### config.mk
export PLATFORM = sky130hd
export DESIGN_NAME = race_controller
export DESIGN_NICKNAME = d
export VERILOG_FILES = /design/src/rtl/race_controller.sv
export SDC_FILE = /design/constraint.sdc
export NUM_CORES = 1
export LEC_CHECK = 0
export CAP_MARGIN = 20
export CORE_UTILIZATION = 45
export CTS_CLUSTER_SIZE = 28
export DETAILED_ROUTE_END_ITERATION = 12
export PLACE_DENSITY_LB_ADDON = 0.08
export RECOVER_POWER = 25
export SYNTH_ARGS = -nofsm -noshare
export SYNTH_HDL_FRONTEND = slang
export SYNTH_SLANG_ARGS = --single-unit
### constraint.sdc
create_clock -name clk -period 6 [get_ports clk]
set_clock_uncertainty 0.1 [all_clocks]
set_input_delay 1.5 -clock clk [delete_from_list [all_inputs] [get_ports clk]]
set_output_delay 1.5 -clock clk [all_outputs]
set_load 0.01 [all_outputs]
### src/rtl/race_controller.sv
// race_controller
//   Upstream driver for a race PUF. For every response bit it applies a
//   challenge, clears the race_arbiter, launches the race, waits for the
//   arbiter's done flag (through a 2-flop synchronizer) and captures the
//   arbiter's out bit. RESP_BITS captured bits form one response word,
//   reported with a one-cycle resp_valid pulse.
//
//   Ports
//     clk            in   system clock
//     global_rst     in   synchronous active-high reset
//     start          in   one-cycle request, honoured only in IDLE
//     challenge_seed in   base challenge, latched on an accepted start
//     busy           out  request in progress (CLEAR/RACE/CAPTURE)
//     challenge      out  seed + bit index, applied to the PUF paths
//     race_en        out  launches the race, high throughout RACE
//     arb_rst        out  race_arbiter clear, high in every state but RACE
//     arb_done       in   arbiter done, asynchronous to clk
//     arb_out        in   arbiter result, asynchronous to clk
//     response       out  assembled response word (LSB = first race)
//     resp_valid     out  one-cycle pulse in the DONE state
//     timeout_err    out  sticky per request: a race timed out
//
//   Build option
//     MAJORITY_VOTE_EN  when defined, each bit is raced three times with the
//                       same challenge and the majority result is stored.
module race_controller #(
  parameter int RESP_BITS = 8,
  parameter int CHAL_W    = 8,
  parameter int SETTLE    = 4,
  parameter int TIMEOUT   = 1024
) (
  input  logic                 clk,
  input  logic                 global_rst,
  input  logic                 start,
  input  logic [CHAL_W-1:0]    challenge_seed,
  output logic                 busy,
  output logic [CHAL_W-1:0]    challenge,
  output logic                 race_en,
  output logic                 arb_rst,
  input  logic                 arb_done,
  input  logic                 arb_out,
  output logic [RESP_BITS-1:0] response,
  output logic                 resp_valid,
  output logic                 timeout_err
);

  localparam int IDX_W   = (RESP_BITS > 1) ? $clog2(RESP_BITS) : 1;
  localparam int CNT_MAX = (TIMEOUT > SETTLE) ? TIMEOUT : SETTLE;
  localparam int CNT_W   = $clog2(CNT_MAX) + 1;

  localparam logic [IDX_W-1:0] IDX_LAST    = IDX_W'(RESP_BITS - 1);
  localparam logic [CNT_W-1:0] SETTLE_LAST = CNT_W'(SETTLE - 1);
  localparam logic [CNT_W-1:0] TO_LAST     = CNT_W'(TIMEOUT - 1);

  typedef enum logic [2:0] {
    S_IDLE,
    S_CLEAR,
    S_RACE,
    S_CAPTURE,
    S_DONE
  } state_t;

  state_t                 state_q, state_d;
  logic [CHAL_W-1:0]      seed_q, seed_d;
  logic [IDX_W-1:0]       idx_q, idx_d;
  logic [CNT_W-1:0]       cnt_q, cnt_d;
  logic [RESP_BITS-1:0]   resp_q, resp_d;
  logic                   terr_q, terr_d;
  logic                   bit_q, bit_d;
  logic                   done_s1_q, done_s2_q;
  logic                   out_s1_q, out_s2_q;
`ifdef MAJORITY_VOTE_EN
  logic [1:0]             trial_q, trial_d;
  logic [1:0]             votes_q, votes_d;

  function automatic logic maj3(input logic a, input logic b, input logic c);
    return (a & b) | (a & c) | (b & c);
  endfunction
`endif

  // Synchronizers, state and datapath registers
  always_ff @(posedge clk) begin
    if (global_rst) begin
      state_q   <= S_IDLE;
      seed_q    <= '0;
      idx_q     <= '0;
      cnt_q     <= '0;
      resp_q    <= '0;
      terr_q    <= 1'b0;
      bit_q     <= 1'b0;
      done_s1_q <= 1'b0;
      done_s2_q <= 1'b0;
      out_s1_q  <= 1'b0;
      out_s2_q  <= 1'b0;
`ifdef MAJORITY_VOTE_EN
      trial_q   <= '0;
      votes_q   <= '0;
`endif
    end else begin
      state_q   <= state_d;
      seed_q    <= seed_d;
      idx_q     <= idx_d;
      cnt_q     <= cnt_d;
      resp_q    <= resp_d;
      terr_q    <= terr_d;
      bit_q     <= bit_d;
      done_s1_q <= arb_done;
      done_s2_q <= done_s1_q;
      out_s1_q  <= arb_out;
      out_s2_q  <= out_s1_q;
`ifdef MAJORITY_VOTE_EN
      trial_q   <= trial_d;
      votes_q   <= votes_d;
`endif
    end
  end

  always_comb begin
    state_d = state_q;
    seed_d  = seed_q;
    idx_d   = idx_q;
    cnt_d   = cnt_q;
    resp_d  = resp_q;
    terr_d  = terr_q;
    bit_d   = bit_q;
`ifdef MAJORITY_VOTE_EN
    trial_d = trial_q;
    votes_d = votes_q;
`endif
    case (state_q)
      S_IDLE: begin
        if (start) begin
          state_d = S_CLEAR;
          seed_d  = challenge_seed;
          idx_d   = '0;
          cnt_d   = '0;
          resp_d  = '0;
          terr_d  = 1'b0;
`ifdef MAJORITY_VOTE_EN
          trial_d = '0;
`endif
        end
      end
      S_CLEAR: begin
        if (cnt_q == SETTLE_LAST) begin
          state_d = S_RACE;
          cnt_d   = '0;
        end else begin
          cnt_d = cnt_q + CNT_W'(1);
        end
      end
      S_RACE: begin
        // The first two RACE cycles may still show a done left over from the
        // previous race travelling through the synchronizer, so skip them.
        // A genuine done beats a simultaneous timeout.
        if (cnt_q >= CNT_W'(2) && done_s2_q) begin
          bit_d   = out_s2_q;
          state_d = S_CAPTURE;
        end else if (cnt_q == TO_LAST) begin
          bit_d   = 1'b0;
          terr_d  = 1'b1;
          state_d = S_CAPTURE;
        end else begin
          cnt_d = cnt_q + CNT_W'(1);
        end
      end
      S_CAPTURE: begin
        cnt_d = '0;
`ifdef MAJORITY_VOTE_EN
        if (trial_q != 2'd2) begin
          votes_d[trial_q[0]] = bit_q;
          trial_d             = trial_q + 2'd1;
          state_d             = S_CLEAR;
        end else begin
          trial_d        = '0;
          resp_d[idx_q]  = maj3(votes_q[0], votes_q[1], bit_q);
          if (idx_q == IDX_LAST) begin
            state_d = S_DONE;
          end else begin
            idx_d   = idx_q + IDX_W'(1);
            state_d = S_CLEAR;
          end
        end
`else
        resp_d[idx_q] = bit_q;
        if (idx_q == IDX_LAST) begin
          state_d = S_DONE;
        end else begin
          idx_d   = idx_q + IDX_W'(1);
          state_d = S_CLEAR;
        end
`endif
      end
      S_DONE: begin
        state_d = S_IDLE;
      end
      default: begin
        state_d = S_IDLE;
      end
    endcase
  end

  assign busy        = (state_q == S_CLEAR) || (state_q == S_RACE) || (state_q == S_CAPTURE);
  assign race_en     = (state_q == S_RACE);
  assign arb_rst     = (state_q != S_RACE);
  assign resp_valid  = (state_q == S_DONE);
  assign challenge   = seed_q + CHAL_W'(idx_q);
  assign response    = resp_q;
  assign timeout_err = terr_q;

endmodule

After elaboration in Yosys (flattened, before gate mapping):

Index checks and enable logic that the tools add are counted.

* bits in registers: 39
* input port bits: 13
* output and inout bits: 21
* word-level logic and storage cells: 73

* $add $sub $neg: 3
* magnitude comparators: 3
* eq/ne operators: 15
* muxes and demuxes: 25
* reductions and logical operators: 16

Operator list (number)
* 11-bit 2-to-1 mux: 4
* 11-bit case mux with 4 select lines: 1
* 3-bit 2-to-1 mux: 7
* 8-bit case mux with 2 select lines: 1
* 3-bit case mux with 4 select lines: 1
* 11-bit by 1-bit adder with 11-bit output, second input constant: 1
* 11-bit by 10-bit equality test with 1-bit output, second input constant: 1
* 11-bit by 2-bit equality test with 1-bit output, second input constant: 1
* 11-bit by 2-bit >= comparator with 1-bit output, second input constant: 1
* 2-bit != test, second input constant: 5
* 8-bit by 3-bit adder with 8-bit output: 1
* 8-bit bitwise mux: 1
* 8-bit 2-to-1 mux: 1
* 4-bit AND reduction: 2
* 3-bit by 2-bit equality test with 1-bit output, second input constant: 2
* 3-bit equality test, second input constant: 2
* 1-bit 2-to-1 mux: 6
* 3-bit case mux with 2 select lines: 1
* 2-bit AND reduction: 3
* 3-bit AND reduction: 2
* 2-bit nonzero test: 3
* 3-bit by 4-bit < comparator with 1-bit output, second input constant: 1
* 4-bit nonzero test: 1
* 3-bit by 1-bit adder with 3-bit output, second input constant: 1
* other kinds (10): 12

Depth between registers and ports, before layout:

Gate-level depths: netlist of the first run.

* word-level depth: 6
* mapped depth: 9

Worst setup path after synthesis of the first run:

Ideal clock, no wire load.

* path type: reg2out
* start: reg idx_q[1]
* end: out challenge[6]
* data arrival time: 1.677 ns
* required time: 4.400 ns
* path slack: 2.723 ns
* stages on the path, launching flop included: 8
* path buffers: 1
* path through: dfxtp_1 -> clkbuf_1 -> inv_1 -> fa_1 -> nor2b_1 -> o21ai_0 -> nor2_1 -> xor2_1

* word-level cells in the longest chain between the ends: 1

Ends and longest elaborated chain
* from (decl): RTL line 65 `logic [IDX_W-1:0] idx_q, idx_d;`
* from (signal assigned): RTL line 102 `idx_q <= idx_d;`
* 8-bit by 3-bit adder with 8-bit output: RTL line 207 `assign challenge = seed_q + CHAL_W'(idx_q);`
* to (decl): RTL line 37 `output logic [CHAL_W-1:0] challenge,`

Every way passes these cells.

Worst setup path in the final report of the first run:

* start: reg idx_q[0]
* end: out challenge[6]

Same word-level chain as after synthesis.

==> results of run 1 <==
## how the worst min path moves through the flow
stage          slack [ps]            startpoint  depth (start not counted)                   end
2_1_floorplan         310  done_s1_q$_SDFF_PP0_                          1  done_s2_q$_SDFF_PP0_
3_3_place_gp          320   out_s1_q$_SDFF_PP0_                          1   out_s2_q$_SDFF_PP0_
3_5_place_dp          330   out_s1_q$_SDFF_PP0_                          1   out_s2_q$_SDFF_PP0_
4_1_cts               340   out_s2_q$_SDFF_PP0_                          2    bit_q$_SDFFE_PP0P_
5_1_grt               360   out_s2_q$_SDFF_PP0_                          2    bit_q$_SDFFE_PP0P_
6_report              340   out_s1_q$_SDFF_PP0_                          1   out_s2_q$_SDFF_PP0_
## metal layers
layer / vias to the layer above / share of wire (%)
met5: - / 0
met4: 0 / 1.1
met3: 4 / 4.9
met2: 48 / 42
met1: 841 / 52
li1: 963 / -
## cells in the mapped netlist, drive strengths merged, types with 2 or more instances
master / instances / area [um2]
nor2: 17 / 63.8
nor3: 4 / 20.0
and2: 3 / 18.8
and3: 3 / 18.8
nand2b: 2 / 12.5
a31oi: 2 / 12.5
buf: 4 / 26.3
or2: 2 / 12.5
o31ai: 6 / 45.0
inv: 9 / 33.8
xnor2: 5 / 43.8
o21ai: 15 / 75.1
ha: 7 / 87.6
nor4: 3 / 40.0
dfxtp: 39 / 781
a22oi: 5 / 37.5
nand2: 34 / 128
or3b: 2 / 17.5
or3: 7 / 43.8
a21oi: 35 / 179
clkbuf: 11 / 41.3
or4: 11 / 90.1
nor2b: 10 / 62.6
nand3: 6 / 30.0
nand4: 2 / 12.5
## per-stage QoR
| stage | util [%] | hold slack [ps] | area, um2 | total power (uW) | setup WS, ps |
|---|---|---|---|---|---|
| after CTS | 56.7 | 345 | 2470 | 524 | 1790 |
| after global placement | 54.8 | 317 | 2390 | 353 | 2140 |
| after global routing | 56.6 | 359 | 2470 | 542 | 1590 |
| final | 56.6 | 340 | 2470 | 516 | 1790 |
| after floorplan | - | 314 | 2040 | 325 | 2720 |
| after detailed placement | 54.8 | 328 | 2390 | 355 | 2110 |
## critical path: stages (launching register included)
cell,delay (ps)
dfxtp_1,550
ha_1,240
inv_1,50
fa_1,400
nor2b_1,120
o21ai_0,130
nor2_1,150
xor2_1,150
clkdlybuf4s50_1,540
## power groups by stage
stage	combinational (uW)	sequential [uW]	clock (uW)
floorplan	46.0	279	0
global placement	70.3	283	0
detailed placement	71.0	284	0
CTS	71.2	277	175
global route	78.4	279	185
finish	70.2	278	168
## area by class of cell
type                    count  share of cell area, %
clock buffers               5                   2.79
flip-flops and latches     39                   31.7
repair buffers             35                   13.9
clock inverters             3                  0.609
well taps                  52                   2.64
multi-input cells         193                   47.1
inverters                   9                   1.37
## state kept, by name (all words and copies together) (netlist names), 3 cells and up
name,cells
cnt_q,11
idx_q,3
response,8
seed_q,8
state_q,3
## logic make-up (layout without fill, tap and decap cells)
family,after synthesis,count (layout),share of synthesized area [%]
simple gates,111,111,30.0
compound gates,68,68,19.0
flops,39,39,38.2
buf+inv,24,52,4.96
fa+ha+maj,8,8,5.27
xor+xnor,6,6,2.57
==> results.txt, run 1 <==
- The run finished with clean final reports.
- Critical register-to-register path endpoint: cnt_q[10]$_SDFFE_PP0P_
- Internal power: 381 uW
* Maximum number of pins on one net before global-route repair: 31
* Part of the cycle the worst path needs: 70.2%
- Combinational cell fraction of total power: 13.6%
- Of the total power, the share spent switching nets is 26.2%.
- Summed over all nets, the switching power comes to 135 uW.
- Setup violations, final: 0
- Final Critical Period: 4210 ps
- Initial antenna violation count: 0
- Registers take 781 um2.
- Detailed Place HPWL: 3040 um
* Fraction of registers with async set or reset after synthesis: 0%
* Initial core utilization: 46.9%
* Routed WL per cell: 13.2 um
- Final Hold Violating Endpoints: 0
- Gr usage total: 19.1%
- Portion of total power attributed to the clock network: 32.5%
- After the last flow step, the layout net total stands at 304.
- Data on the critical path is required at its endpoint by 4400 ps.
- Max-slew violation total from the final report: 0
* Crit Reg-Reg Startpoint: state_q[1]$_SDFFE_PP0P_
- Worst R2R Path Depth: 6
- The tree is rooted in a clkbuf_8.
- Number of H-tree branching levels: 2
* Post-CTS Hold Buffers: 0
- In the synthesized netlist, the number of instances is 256.
- From left edge to right edge, the die measures 69.4 um.
- For this design the static power due to leakage is 0.000927 uW.
- Most frequent cells in the layout: dfxtp_1 (39), a21oi_1 (34), nand2_1 (34)
* Sequential Power Share: 53.8%
* Critical Path End Type: output pin
- Leaving out fill and tap cells, the most frequent cell in the layout is dfxtp_1.
* Post-synth design cell area: 2040 um2
- Counting every sink on the clock net gives 39.
- Fraction of layout cells with a size suffix above 1: 6.34%
* Met1 track utilization from global routing: 26.2%
* Vias in the first global route: 1,648
- Post-synth top flop: dfxtp_1
- EDFF count, synth: 0
* Fill count: 415
- After global routing the overflow that remains totals 0.
- Via count: 1,856
- Number of design-rule violations left by the first detailed-router iteration: 110
- The count of nets left with antenna violations once routing finished came out at 0.
- Cell count after placement: 328
* Die Height: 69.4 um
- Input and output buffers added on the ports amount to 33.
- Global routing met3 resource utilization: 4.80%
* Setup repair after global routing missed its margin: false
* Num ports: 34
- Routability cong.: 0.809
- Total CTS buffers: 5
- Crit. Startpoint: idx_q[0]$_SDFFE_PP0P_
- Register area share after synthesis: 38.2%
- Total area of multi-input combinational cells: 1160 um2
- Ant diodes: 0
- Of all nets on the critical path, the largest fanout is 12.
- Synthesis-to-finish area growth: 20.7%
* Non-filler cells in the finished layout: 336
- For this block, the routed nets add up to 4440 um of wire.
* Met2 track utilization from global routing: 28.8%
- Cell Rows: 24
- The core region is 4350 um2.
- Data on the critical path arrives at its endpoint at 2610 ps.
- Count of warnings emitted by yosys: 0
- For this run, design rule violations remaining after detail routing come to 0.
* FF+latch count, synth: 39
- Max frequency: 0.238 GHz
- Max-cap violations: 0
- Clock-pin slew was measured on the worst setup and hold paths at 70 ps.
* Least-Margin Pin Slew: 1350 ps
* Average instance area after synthesis: 7.98 um2
- Final TNS setup: 0 ps
* Worst vdd rail ir drop: 0.176 mV
- Total die area: 4810 um2
* Global-route wire length before repair: 7480 um
- Dividing total power by cell area gives a power density of 209 nW/um2.
- The critical path ends at challenge[6].
- Before antenna repair, the detailed router went through 4 iterations.
- The number of nets handed over by synthesis was 277.
* Max-slew headroom: 10.0%
- FF-to-FF setup slack: 3560 ps
* Post-CTS setup-driven buffer insertion count: 0
- After clock tree synthesis, the repair step resized 0 gates.
- Startpoint-to-endpoint class of the critical path: flop to output pin
- Buffer levels on the longest clock path: 2
* Ratio of routed vias to standard cells: 5.52
- TritonCTS built the clock tree.
- Clock insertion delay at the later pin of the skew report: 280 ps
- Unique masters post-synth: 44
* Hold WC Path Type: flop to flop
- The worst setup path is launched from a flop.
- GR peak layer: met2
Note: power is estimated with default switching activity, not from simulation.
==> run 2: changes to the inputs <==
- clock period: 6 -> 4.33 ns (I/O delays scaled with it)
==> run 2 against run 1 <==
Setup slack got worse by 1200 ps. Non-clock buffer count unchanged. Register-to-register slack got worse by 1700 ps. Sequential share of layout area decreased by 0.43 points. Worst hold slack got worse by 3.7 ps. Combinational power increased by 39%. Sequential power increased by 38%. Largest cell class unchanged.
==> results.txt, run 2 (synthesis results as in run 1) <==
* Run status: finished clean
- Register containing the most flip-flops in the final layout: cnt_q
- The count of cells resized by post-cts repair is 0 (unchanged).
* Total CTS buffers: 5 (unchanged)
- Sequential Power Share: 48.5% (-5.3 points)
- Final Hold Violating Endpoints: 0 (unchanged)
- Num ports: 34 (unchanged)
- In this run the clock root is driven by a clkbuf_8.
- The clock slew seen by the registers of the worst setup and hold paths came to 80 ps (about the same).
* Wire length the detailed router placed on met1: 2270 um (-2.2%)
- The library cell used most frequently in the layout, excluding fill and tap cells, is dfxtp_1.
- Area inside the core boundary: 4350 um2 (unchanged)
- Startpoint-to-endpoint class of the critical path: flop to output pin
- The routed design could run at a clock period as short as 3760 ps.
- TritonCTS built the clock tree.
- The number of DRC markers in iteration 0 was 151 (+37%).
- The overall die area came to 4810 um2 (unchanged).
- The peak supply drop came to 0.215 mV (+22%).
- In the finished design, the share of the clock period the worst path needs comes to 86.9%.
* Max-slew violation total from the final report: 0 (unchanged)
- Maximum number of pins on one net before global-route repair: 25 (-19%)
* Least-Margin Pin Slew: 872 ps (-477 ps)
- The power density normalized to cell area is 317 nW/um2 (+52%).
* Setup violations, final: 0 (unchanged)
* Most frequent cells in the layout: dfxtp_1 (39), a21oi_1 (34), nand2_1 (34)
* Global-route wire length before repair: 7730 um (+3.3%)
- The routed wirelength normalized by instance count was 13.1 um (-0.90%).
- The sink count of the clock tree was 39 (unchanged).
* Final standard cell area without fillers: 2500 um2 (+1.4%)
- The clock network fraction of design power is 39.2% (+6.7 points).
- The remaining routing DRC violations came to 0 (unchanged).
- The total length of routed met2 wires is 1820 um (-1.6%).
* Routability cong.: 0.791 (-2.2%)
- Final TNS setup: 0 ps (unchanged)
* Initial core utilization: 46.9% (unchanged)
- The remaining max-slew budget at the tightest pin came to 41.8% (+32 points).
- The worst endpoint data arrival time was 2580 ps (-30 ps).
- Setup repair after global routing left no endpoint under its margin.
- Via count: 1,844 (-0.65%)
* Ratio of routed vias to standard cells: 5.49 (-0.65%)
* Crit start category: flop
- Signal routing reaches up to met4.
- Antenna Nets Post-Route: 0 (unchanged)
* Hold WC Path Type: flop to flop
* Total length of routed met3 wires: 223 um (+3.2%)
- The detailed placer's ending HPWL is 3080 um (+1.4%).
* Clock insertion delay at the later pin of the skew report: 290 ps (about the same)
- Post-CTS setup-driven buffer insertion count: 0 (unchanged)
- Die span in x: 69.4 um (unchanged)
* Cell Area, Placed: 2390 um2 (unchanged)
* Number of H-tree branching levels: 2 (unchanged)
- Cell Rows: 24 (unchanged)
- The combinational fraction of design power was 12.3% (-1.3 points).
* Fill count: 415 (unchanged)
* Vias in the first global route: 1,719 (+4.3%)
- The worst setup path is captured at an output pin.
- Buffer levels on the longest clock path: 2 (unchanged)
- Number of nets at the end of the flow: 304 (unchanged)
* Die Height: 69.4 um (unchanged)
- From synthesis to final layout, the design area changed by 22.4%.
- Static timing analysis puts the maximum clock frequency at 0.266 GHz.
* Ant diodes: 0 (unchanged)
- The total of hold buffers inserted after clock tree synthesis came to 0 (unchanged).
* Tot Pwr: 794 uW (+54%)
* Critical path data required time: 3150 ps (-1250 ps)
- The length of the first detailed-routing pass in iterations came to 4 (unchanged).
- The sum of overflow across all layers after global routing was 0 (unchanged).
* Largest register FFs: 11 (unchanged)
* Max FO, Critical Path: 12 (unchanged)
* Internal power: 604 uW (+59%)
- The initial antenna violation count was 0 (unchanged).
- Number of buffers added on ports: 33 (unchanged)
- Leak: 0.000947 uW (+2.2%)
- The total track usage came to 19.6% (+0.54 points).
* Switching power total: 190 uW (+41%)
* Post-Route WL: 4400 um (-0.90%)
- Max-cap violations: 0 (unchanged)
- The share of final-layout standard cells stronger than drive strength 1 came to 6.34% (unchanged).
- The net switching share of the total power was 23.9% (-2.3 points).
[run 2: final cells by class]
class / count / area, um2 / area share, %
multi-input combinational: 193 / 1160 / 46.4
sequential: 39 / 781 / 31.2
timing repair buffer: 35 / 342 / 13.7
clock buffer: 6 / 82.6 / 3.30
tap: 52 / 65.1 / 2.60
clock inverter: 2 / 35.0 / 1.40
inverter: 9 / 33.8 / 1.35
[run 2: worst paths after layout]
path / slack [ps] / to / start / depth (start not counted)
worst max-delay path: 570 / challenge[6] / idx_q[0]$_SDFFE_PP0P_ / 8
worst min-delay path: 340 / out_s2_q$_SDFF_PP0_ / out_s1_q$_SDFF_PP0_ / 1
worst max register to register: 1880 / cnt_q[8]$_SDFFE_PP0P_ / state_q[1]$_SDFFE_PP0P_ / 6
worst min register to register: 340 / out_s2_q$_SDFF_PP0_ / out_s1_q$_SDFF_PP0_ / 1
[run 2: through the flow]
stage	instances	hold WS, ps	worst slack (ps)	utilization, %
after global routing	336	355	347	57.4
after floorplan	256	314	1470	-
after detailed placement	328	320	865	54.8
after global placement	328	318	889	54.8
after CTS	336	338	538	57.5
final	336	337	566	57.4
[run 2: worst max-delay path, stage by stage (launching register included)]
cell,delay [ps]
dfxtp_1,540
ha_1,230
inv_1,50
fa_1,400
nor2b_1,120
o21ai_0,120
nor2_1,140
xor2_1,150
clkdlybuf4s50_1,540
[run 2: power groups by stage]
stage          clock network [uW]  logic [uW]  registers, uW
2_1_floorplan                   0        63.8            387
3_3_place_gp                    0        97.6            392
3_5_place_dp                    0        98.8            393
4_1_cts                       318        99.0            384
5_1_grt                       330         111            387
6_report                      311        97.9            384
[run 2: layer usage]
layer | vias up | track usage, %
li1 | 959 | -
met1 | 829 | 27.4
met2 | 48 | 29.8
met3 | 8 | 3.78
met4 | 0 | 7.48
met5 | - | 0
==> run 3: changes to the inputs <==
- PLACE_DENSITY: default -> 0.77
- PLACE_DENSITY_LB_ADDON: 0.08 -> default
==> run 3 against run 2 <==
Fmax is 0.87% lower. Worst hold slack hardly changed. Count of clock-buffer cells in the layout stayed put. Critical endpoint unchanged.
==> results.txt, run 3 (synthesis results as in run 1) <==
* Run status: finished clean
- Leading cell type in the layout, fill and taps excluded: dfxtp_1
- The remaining routing DRC violations came to 0 (unchanged).
- The buffers inserted during post-CTS setup optimization is 0 (unchanged).
- Root buffer cell: clkbuf_8
- Critical Path End Type: output pin
- Final Hold Violating Endpoints: 0 (unchanged)
- TritonCTS built the clock tree.
* Slowest cell on the critical path: dfxtp_1
- The antenna diode count was 0 (unchanged).
- The reported leakage power is 0.000924 uW (-2.5%).
- In the layout the commonest cells are dfxtp_1 (39), a21oi_1 (34), nand2_1 (34).
* Total CTS buffers: 5 (unchanged)
- Initial core utilization: 46.9% (unchanged)
- Max-cap violations: 0 (unchanged)
* Post-Route WL: 4360 um (-0.82%)
- The global placer's final weighted congestion came to 0.850 (+7.5%).
- Gr usage total: 20.2% (+0.62 points)
- Die span in x: 69.4 um (unchanged)
* Final TNS setup: 0 ps (unchanged)
* Number of buffers added on ports: 33 (unchanged)
- Cell Rows: 24 (unchanged)
- Detailed Place HPWL: 3140 um (+1.6%)
* Num ports: 34 (unchanged)
* Tot Pwr: 720 uW (-9.3%)
- Die Height: 69.4 um (unchanged)
- Largest register FFs: 11 (unchanged)
* Clock-pin transition on the worst setup and hold timing paths: 80 ps (about the same)
- The final setup violation count was 0 (unchanged).
- Cells along the critical path: ha_1 > inv_1 > fa_1 > nor2b_1 > o21ai_0 > nor2_1 > xor2_1 > clkdlybuf4s50_1
- Post-layout utilization of the core: 56.7% (-0.75 points)
* Total die area: 4810 um2 (unchanged)
- Maximum single-stage delay on the critical path: 550 ps (about the same)
- The clock insertion delay at the later pin of the skew report was 290 ps (about the same).
- The tightest min-delay check is of the flop to flop type.
- The filler cell count in the final layout is 433 (+4.3%).
- The routed wirelength normalized by instance count is 13.0 um (-0.82%).
* Max FO, Critical Path: 12 (unchanged)
* Power density cells: 292 nW/um2 (-8.1%)
- Startpoint-to-endpoint class of the critical path: flop to output pin
- The via count is 1,897 (+2.9%).
* Number of design-rule violations left by the first detailed-router iteration: 113 (-25%)
- The initial antenna violation count came to 0 (unchanged).
- The maximum number of pins on one net before global-route repair is 25 (unchanged).
- Critical path data required time: 3150 ps (about the same)
* Global-route wire length before repair: 7890 um (+2.0%)
- Antenna Nets Post-Route: 0 (unchanged)
* WP buf/inv: 2 (unchanged)
* Post-CTS resize count: 0 (unchanged)
- The maximum clock insertion buffer count is 2 (unchanged).
- cnt_q holds more flip-flops than any other register.
* CTS sink count: 39 (unchanged)
- The register cell area after layout was 781 um2 (unchanged).
- Total area of multi-input combinational cells: 1160 um2 (unchanged)
- 1st-pass router iterations: 4 (unchanged)
* Ratio of routed vias to standard cells: 5.65 (+2.9%)
- Worst vdd rail ir drop: 0.220 mV (+2.0%)
- The worst endpoint data arrival time came to 2610 ps (+30 ps).
- The via count of the first global-routing pass is 1,785 (+3.8%).
- The highest clock frequency the design can meet was 0.263 GHz (-0.87%).
- Fraction of layout cells with a size suffix above 1: 5.99% (-0.35 points)
* Total global routing overflow: 0 (unchanged)
* Max-slew violation total from the final report: 0 (unchanged)
* Final Critical Period: 3800 ps (+33.0 ps)
- Broken down by cell family, the worst path's largest delay share belongs to adder cells.
* Post-CTS Hold Buffers: 0 (unchanged)
- Setup repair after global routing left no endpoint under its margin.
- From synthesis to final layout, the design area changed by 20.8%.
* Number of nets at the end of the flow: 304 (unchanged)
- The total number of H-tree levels came to 2 (unchanged).
* Max-slew headroom: 45.5% (+3.7 points)
* Area inside the core boundary: 4350 um2 (unchanged)
- The transition time of the tightest slew-check pin came to 817 ps (-55.4 ps).
* Crit start category: flop
- Part of the cycle the worst path needs: 87.7% (+0.76 points)
[run 3: cell type report]
class,count,area share [%]
Clock buffer,6,2.94
Clock inverter,2,0.507
Inverter,9,1.37
Multi-Input combinational cell,193,47.1
Sequential cell,39,31.6
Tap cell,52,2.64
Timing Repair Buffer,35,13.8
[run 3: routing by layer]
metal	global-route usage, %	part of all wire (%)	wire, um	vias up
met2	34.2	46	2010	51
met3	4.36	5.0	216	6
met4	6.80	1.5	65	0
li1	-	-	-	967
met5	0	0	0	-
met1	25.4	47	2070	873
[run 3: power by group]
part           internal [uW]  switching, uW
combinational           46.4           51.4
sequential               371           13.8
clock                    112            125
total                    530            190
[run 3: path summary, 6_finish.rpt]
path,from,end,slack [ps],cells past startpoint
setup / recovery,idx_q[0]$_SDFFE_PP0P_,challenge[6],530,8
hold / removal,out_s1_q$_SDFF_PP0_,out_s2_q$_SDFF_PP0_,340,1
setup reg to reg,state_q[1]$_SDFFE_PP0P_,cnt_q[1]$_SDFFE_PP0P_,1890,6
hold reg to reg,out_s1_q$_SDFF_PP0_,out_s2_q$_SDFF_PP0_,340,1
[run 3: through the flow]
stage | hold slack (ps) | std cells | area, um2 | worst slack (ps)
after floorplan | 314 | 256 | 2040 | 1470
after global placement | 316 | 328 | 2390 | 893
after detailed placement | 327 | 328 | 2390 | 849
after CTS | 340 | 336 | 2470 | 513
after global routing | 365 | 336 | 2470 | 327
final | 337 | 336 | 2470 | 533
